## src/rtl/riscv_constants.sv

```systemverilog
// Shared ALU and branch function encodings, used by the decoder and riscv_alu.
package riscv_constants;

  // ALU select is {funct7[5], funct3}
  typedef enum logic [3:0] {
    ALU_ADD    = 4'b0000,
    ALU_SLL    = 4'b0001,
    ALU_SLT    = 4'b0010,
    ALU_SLTU   = 4'b0011,
    ALU_XOR    = 4'b0100,
    ALU_SRL    = 4'b0101,
    ALU_OR     = 4'b0110,
    ALU_AND    = 4'b0111,
    ALU_SUB    = 4'b1000,
    ALU_MUL    = 4'b1001,
    ALU_COPY_B = 4'b1010,
    ALU_SRA    = 4'b1101
  } alu_func_e;

  typedef enum logic [2:0] {
    BR_BEQ  = 3'b000,
    BR_BNE  = 3'b001,
    BR_BLT  = 3'b100,
    BR_BGE  = 3'b101,
    BR_BLTU = 3'b110,
    BR_BGEU = 3'b111
  } br_func_e;

  typedef enum logic [1:0] {
    SH_SLL,
    SH_SRL,
    SH_SRA
  } shift_op_e;

endpackage

```

## src/rtl/riscv_alu_shifter.sv

```systemverilog
// Combinational barrel shifter for SLL / SRL / SRA.
module riscv_alu_shifter
  import riscv_constants::*;
#(
  parameter int XLEN = 32
) (
  input  logic [XLEN-1:0]         a_i,
  input  logic [$clog2(XLEN)-1:0] shamt_i,
  input  shift_op_e               op_i,
  output logic [XLEN-1:0]         result_o
);

  // NOTE: assign a default before the case so no path leaves result_o unassigned and infers a latch.
  always_comb begin
    result_o = '0;
    case (op_i)
      SH_SLL:  result_o = a_i << shamt_i;
      SH_SRL:  result_o = a_i >> shamt_i;
      SH_SRA:  result_o = $signed(a_i) >>> shamt_i;
      default: result_o = '0;
    endcase
  end

endmodule

```

## src/rtl/riscv_alu.sv

```systemverilog
// RV32I ALU plus branch comparator with one output register stage.
// Optional MUL on code 1001 when RISCV_ALU_MUL_EN is defined.
module riscv_alu
  import riscv_constants::*;
#(
  parameter int XLEN = 32
) (
  input  logic            clk_in,
  input  logic            rst_in,
  input  logic            valid_in,
  input  logic [3:0]      alu_func_in,
  input  logic [2:0]      br_func_in,
  input  logic [XLEN-1:0] a_in,
  input  logic [XLEN-1:0] b_in,
  output logic [XLEN-1:0] result_out,
  output logic            branch_taken_out,
  output logic            valid_out
);

  localparam int SHW = $clog2(XLEN);

  logic [XLEN-1:0] result_d, result_q;
  logic            taken_d, taken_q;
  logic            valid_q;
  logic [XLEN-1:0] shift_res;
  shift_op_e       shift_op;
  logic            eq, lt_s, lt_u;

  assign eq   = (a_in == b_in);
  assign lt_s = ($signed(a_in) < $signed(b_in));
  assign lt_u = (a_in < b_in);

  always_comb begin
    shift_op = SH_SLL;
    if (alu_func_in == ALU_SRL)      shift_op = SH_SRL;
    else if (alu_func_in == ALU_SRA) shift_op = SH_SRA;
  end

  riscv_alu_shifter #(.XLEN(XLEN)) u_shifter (
    .a_i      (a_in),
    .shamt_i  (b_in[SHW-1:0]),
    .op_i     (shift_op),
    .result_o (shift_res)
  );

  always_comb begin
    result_d = '0;
    case (alu_func_in)
      ALU_ADD:    result_d = a_in + b_in;
      ALU_SUB:    result_d = a_in - b_in;
      ALU_SLL,
      ALU_SRL,
      ALU_SRA:    result_d = shift_res;
      ALU_SLT:    result_d = {{(XLEN-1){1'b0}}, lt_s};
      ALU_SLTU:   result_d = {{(XLEN-1){1'b0}}, lt_u};
      ALU_XOR:    result_d = a_in ^ b_in;
      ALU_OR:     result_d = a_in | b_in;
      ALU_AND:    result_d = a_in & b_in;
      ALU_COPY_B: result_d = b_in;
`ifdef RISCV_ALU_MUL_EN
      ALU_MUL:    result_d = a_in * b_in;
`endif
      default:    result_d = '0;
    endcase
  end

  always_comb begin
    taken_d = 1'b0;
    case (br_func_in)
      BR_BEQ:  taken_d = eq;
      BR_BNE:  taken_d = ~eq;
      BR_BLT:  taken_d = lt_s;
      BR_BGE:  taken_d = ~lt_s;
      BR_BLTU: taken_d = lt_u;
      BR_BGEU: taken_d = ~lt_u;
      default: taken_d = 1'b0;
    endcase
  end

  // NOTE: sequential state uses non-blocking assignments so all registers update together at the edge.
  always_ff @(posedge clk_in or posedge rst_in) begin
    if (rst_in) begin
      result_q <= '0;
      taken_q  <= 1'b0;
      valid_q  <= 1'b0;
    end else begin
      valid_q <= valid_in;
      // Data registers only load on valid, so they hold during idle cycles.
      if (valid_in) begin
        result_q <= result_d;
        taken_q  <= taken_d;
      end
    end
  end

  assign result_out       = result_q;
  assign branch_taken_out = taken_q;
  assign valid_out        = valid_q;

endmodule

```

## config.mk

```make
export PLATFORM = sky130hd
export DESIGN_NAME = riscv_alu
export DESIGN_NICKNAME = d
export VERILOG_FILES = /design/src/rtl/riscv_constants.sv /design/src/rtl/riscv_alu_shifter.sv /design/src/rtl/riscv_alu.sv
export SDC_FILE = /design/constraint.sdc
export NUM_CORES = 1
export LEC_CHECK = 0
export BUFFER_PORTS_ARGS = -buffer_cell sky130_fd_sc_hd__buf_2
export CORE_MARGIN = 3
export CORE_UTILIZATION = 26
export DETAILED_ROUTE_END_ITERATION = 12
export PLACE_DENSITY = 0.5
export SYNTH_ARGS = -nofsm -noshare
export SYNTH_HDL_FRONTEND = slang
export SYNTH_SLANG_ARGS = --single-unit
```

## constraint.sdc

```tcl
create_clock -name clk_in -period 1.55 [get_ports clk_in]
set_input_delay 0.31 -clock clk_in [delete_from_list [all_inputs] [get_ports clk_in]]
set_output_delay 0.31 -clock clk_in [all_outputs]
set_load 0.02 [all_outputs]
```

# ---- Word level (Yosys, flattened, before mapping)
# Index checks and enable logic that the tools add are counted.
# Widths: inputs -> output; s select.
dict set report totals {
  reg_bits 34
  in_bits 74
  output_inout_bits 34
}
dict set report op_classes {
  n_addsub 2
  n_lt_le_gt_ge 2
  eq_ne 18
  n_shift 3
  muxes 5
  bitwise 6
  n_reduce_logical 4
}
# cell count
set op_table {}
lappend op_table {{$pmux 32 s9} 1}
lappend op_table {{$pmux 32 s3} 1}
lappend op_table {{$lt 32x32->1} 2}
lappend op_table {{$add 32x32->32} 1}
lappend op_table {{$and 32x32->32} 1}
lappend op_table {{$eq 32x32->1} 1}
lappend op_table {{$or 32x32->32} 1}
lappend op_table {{$shl 32x5->32} 1}
lappend op_table {{$shr 32x5->32} 1}
lappend op_table {{$sshr 32x5->32} 1}
lappend op_table {{$sub 32x32->32} 1}
lappend op_table {{$xor 32x32->32} 1}
lappend op_table {{$eq 4x3->1 const B} 4}
lappend op_table {{$eq 3x3->1 const B} 4}
lappend op_table {{$eq 4x4->1 const B} 3}
lappend op_table {{$eq 4x2->1 const B} 2}
lappend op_table {{$pmux 1 s6} 1}
lappend op_table {{$eq 4x1->1 const B} 1}
lappend op_table {{$logic_not 4->1} 1}
lappend op_table {{$mux 2} 2}
lappend op_table {{$eq 3x1->1 const B} 1}
lappend op_table {{$logic_not 3->1} 1}
lappend op_table {{$not 1->1} 3}
lappend op_table {{$reduce_or 3->1} 1}
lappend op_table {{3 further kinds} 3}

# ---- Longest topological paths before layout
dict set report depth {
  depth_word 6
  ltp_mapped 15
  mapped_depth_nobuf 12
}

# ---- Cells and area by module
# Synthesis repeated with hierarchy kept, for this count alone.
dict set report hier_totals {
  cells_unflattened 1397
  area_unflattened_um2 10488.8
}
# mod n_inst cells_per_inst area_per_inst_um2 seq_area_each_um2
set by_module_without_submodules {}
lappend by_module_without_submodules {riscv_alu 1 907 6364.9 850.8}
lappend by_module_without_submodules {riscv_alu_shifter 1 490 4124.0 0.0}

# ---- Worst setup path after synthesis
# No wires, ideal clock.
dict set report synth_path {
  kind {input port to flip-flop}
  startpoint {input b_in[2]}
  endpoint {register result_q[16], in the netlist result_out[16]}
  setup_time_ps 132
  arrival_ps 3774
  setup_slack_ps -2356
  path_stages 14
  cell_sequence {buf_2 > clkinv_1 > buf_2 > buf_1 > buf_1 > ha_1 > o21bai_1 > a2111oi_0 > o41ai_2 > o221ai_1 > and2_1 > a221o_1 > a2111oi_1 > o2bb2ai_1}
}
dict set report synth_via {
  elab_chain_cells 3
}
# element line
set synth_lines {}
lappend synth_lines {{start: declaration} riscv_alu.sv:14} ;# input logic [XLEN-1:0] b_in,
lappend synth_lines {{branches (longest 2 deep; another with $sub 32x32->32)} --}
lappend synth_lines {{$pmux 32 s9 *} riscv_alu.sv:48} ;# case (alu_func_in)
lappend synth_lines {{end signal: assignment} riscv_alu.sv:90} ;# result_q <= result_d;
lappend synth_lines {{end: declaration} riscv_alu.sv:22} ;# logic [XLEN-1:0] result_d, result_q;
# Every way passes the cells marked *.
# A chain may end at the register's enable or synchronous reset.

# ---- Worst setup path in the final report
dict set report layout_path {
  startpoint {input a_in[3]}
  endpoint {register result_q[29], in the netlist result_out[29]}
}
dict set report layout_via {
  elab_chain_cells 3
}
# element line
set layout_lines {}
lappend layout_lines {{start: declaration} riscv_alu.sv:13} ;# input logic [XLEN-1:0] a_in,
lappend layout_lines {{branches (longest 2 deep; another with $sub 32x32->32)} --}
lappend layout_lines {{$pmux 32 s9 *} riscv_alu.sv:48}
# Marks and branches as above.

==> flow_summary.ini <==
[outcome]
outcome = finished with violations
violations = setup timing

[power_and_ir_drop]
p_comb_share_pct = 73.4
p_clk_share_pct = 15.3
p_sw_mw = 4.313
switching_share_pct = 45.31
seqPwrFrac_pct = 11.3
ir_worst_vdd_mv = 0.4893
power_density_nw_per_um2 = 516.8
p_leak_nw = 8.171
p_int_mw = 5.207

[synth]
yosysUniqueCellTypes = 81
synth_edf_count = 0
yosys_warnings = 0
yosysMostFrequentCell = nor2_1
ys.flop_type = dfrtp_1
syn-instance-count = 1421
ys_async_sr_fraction_pct = 100.0
synthesis.area_um2 = 10440
yosys.area.top_type = mux4_2
syn_nets = 1594
synthDominantCellAreaShare_pct = 12.73
ys_ff_latch = 34
yosysSeqAreaShare_pct = 8.150
synth.avg_cell_area_um2 = 7.347
synth_area_leaders = mux4_2 13%, ha_1 12%, dfrtp_1 8.1%
yosys-top-cells-count = 180 x nor2_1, 137 x a21oi_1, 106 x inv_1, 99 x nand2_1, 97 x ha_1

[timing]
setup_tns_ns = -32.14
rsz0062_at_grt = true
period_minus_slack_ns = 2.696
max_slew.worst_pin.slew_ns = 0.6796
relSlewSlack_pct = 54.69
fin_skew_ns = 0
report.final.setup_viol = 33
post-route-period-util_pct = 173.9
fmax_ghz = 0.3710
whs_ns = 0.04997
slew_viol_final = 0
setup_ws_ns = -1.146
finalHoldViolCount = 0

[detailed_routing]
first_iter_violations = 1490
drc = 0
via_per_inst = 5.726
wire_per_inst_um = 24.29
drt-total-wl_um = 61890
vias = 14589
antenna_left = 0
drt-pass1-iter-count = 6

[global_route]
use_met1_pct = 40.38
use_met2_pct = 43.73
busiest_layer = met2
gr-total-overflow = 0
gr-usage-all-layers_pct = 28.11
grt_max_degree = 63
grt_pass1_wl_um = 91130
met3_usage_pct = 4.284
antenna_found_initial = 2
grt_pass1_vias = 14457

[setup_path]
cp-end-kind = register
required_ns = 1.77
cp-start-kind = input port
cp_max_fo = 4
cp.arrival_ns = 2.91
criticalPathCategory = in -> reg

[final_layout]
antenna_cells = 0
drive_gt1_share_pct = 53.94
multi_input_area_um2 = 10580
layout.nets = 2202
seq_area_um2 = 850.8
nFillCells = 3900
area_growth_pct = 76.46

[worst_hold_path]
hold_path_class = in -> async

[placed_design]
globalplace.congestion = 0.9660
place_hpwl_um = 48390
port-buffer-count = 107

[clock_network]
cts_tree = yes
clockBufferDepth = 2
clkTransAtPathRegs_ns = 0.07
clock-root-buffer = clkbuf_16
cts_sinks = 34
htreeDepth = 2
clk_latency_ns = 0.30
cts_buffers = 5

[die]
die_x_um = 206.4
start_util_pct = 26.64
core-area_um2 = 39190
die_area_um2 = 42590
rows = 72
die_y_um = 206.4
ioPinCount = 108

[flow_run]
drv_cap = 0
-- through the flow --
stage	setup slack [ns]	utilization (%)	instances	instance area, um2	total power [mW]
6_report	-1.146	47.01	2548	18420	9.521
5_1_grt	-1.231	47.01	2548	18420	9.953
4_1_cts	-1.197	44.56	2523	17460	8.924
3_5_place_dp	-1.754	40.34	2484	15810	6.807
3_3_place_gp	-1.748	40.34	2484	15810	6.813
2_1_floorplan	-1.434	-	1421	10930	3.937
-- per-layer routing --
layer	routed length, um	vias to the layer above
met3	5215	113
met5	13	-
met4	1874	2
met1	27490	7186
li1	-	6579
met2	27290	709
-- critical path, cell delays in order --
cell and delay (ns):
buf_4 0.13, inv_1 0.07, ha_4 0.27, buf_4 0.15, o31ai_4 0.34, a41oi_4 0.21, or4_4 0.49, a21oi_4 0.31
o41ai_4 0.16, o2111a_1 0.28, a211oi_2 0.19
-- layout make-up --
class	instances	share of cell area (%)
Clock buffer	5	0.6792
Timing Repair Buffer	716	30.96
Tap cell	518	3.518
Clock inverter	3	0.3735
Sequential cell	34	4.618
Multi-Input combinational cell	1164	57.40
Inverter	108	2.452
-- cells in the final DEF, fill, tap and decap left out, drive strengths merged, types with 10 or more instances in the layout --
master   synthesis  routed
nand2           99      99
buf             31     715
a22oi           14      14
o221ai          12      12
nor4            14      14
o21ai           82      82
a21o            15      15
nor2           180     180
a211oi          33      33
mux4            59      59
o2bb2ai         11      11
dfrtp           34      34
nor2b           19      19
o211ai          25      25
nand3           32      32
mux2            21      21
a31oi           19      19
mux2i           34      34
nand2b          11      11
a221oi          20      20
o22ai           14      14
o21bai          17      17
a21oi          137     137
inv            106     103
a222oi          12      12
a221o           10      10
ha              97      97
nor3            33      33
-- repair_timing --
item                                    CTS  global route
buffers inserted                         38            29
gates resized for setup                 269           175
endpoints found under the hold margin     0             0
pin swaps                               126           112
gates cloned                              2             0
endpoints found under the setup margin   33            33
hold buffers                              0             0
-- flip-flops by register name, summed over array words and instances, names as in the netlist --
signal            count
branch_taken_out      1
result_out           32
valid_out             1
-- path summary, 6_finish.rpt --
kind                                     start             end  slack, ns  depth (start not counted)
worst max-delay path                   a_in[3]  result_out[29]      -1.15                         11
worst min-delay path                    rst_in  result_out[25]       0.05                          3
worst max register to register  result_out[25]  result_out[25]      -0.36                          6
worst min register to register  result_out[11]  result_out[11]       0.49                          1
max in group asynchronous               rst_in   result_out[6]       1.29                          3
min in group clk_in                   valid_in       valid_out       0.28                          2
-- cell families (layout without fill, tap and decap cells) --
group,Yosys count,in the layout,synth area share (%)
compound gates,510,510,33.47
fa+ha+maj,99,99,12.01
buf+inv,223,832,8.713
xor+xnor,10,10,0.8389
simple gates,431,431,18.56
mux,114,114,18.25
flops,34,34,8.150
-- power by group through the flow --
stage          registers (mW)  clock network (mW)  logic, mW
6_report                 1.08                1.46       6.99
5_1_grt                  1.09                1.50       7.36
4_1_cts                  1.07                1.47       6.38
3_5_place_dp             1.09                   0       5.72
3_3_place_gp             1.09                   0       5.72
2_1_floorplan            1.19                   0       2.74
Power figures use the tool's default switching activity.
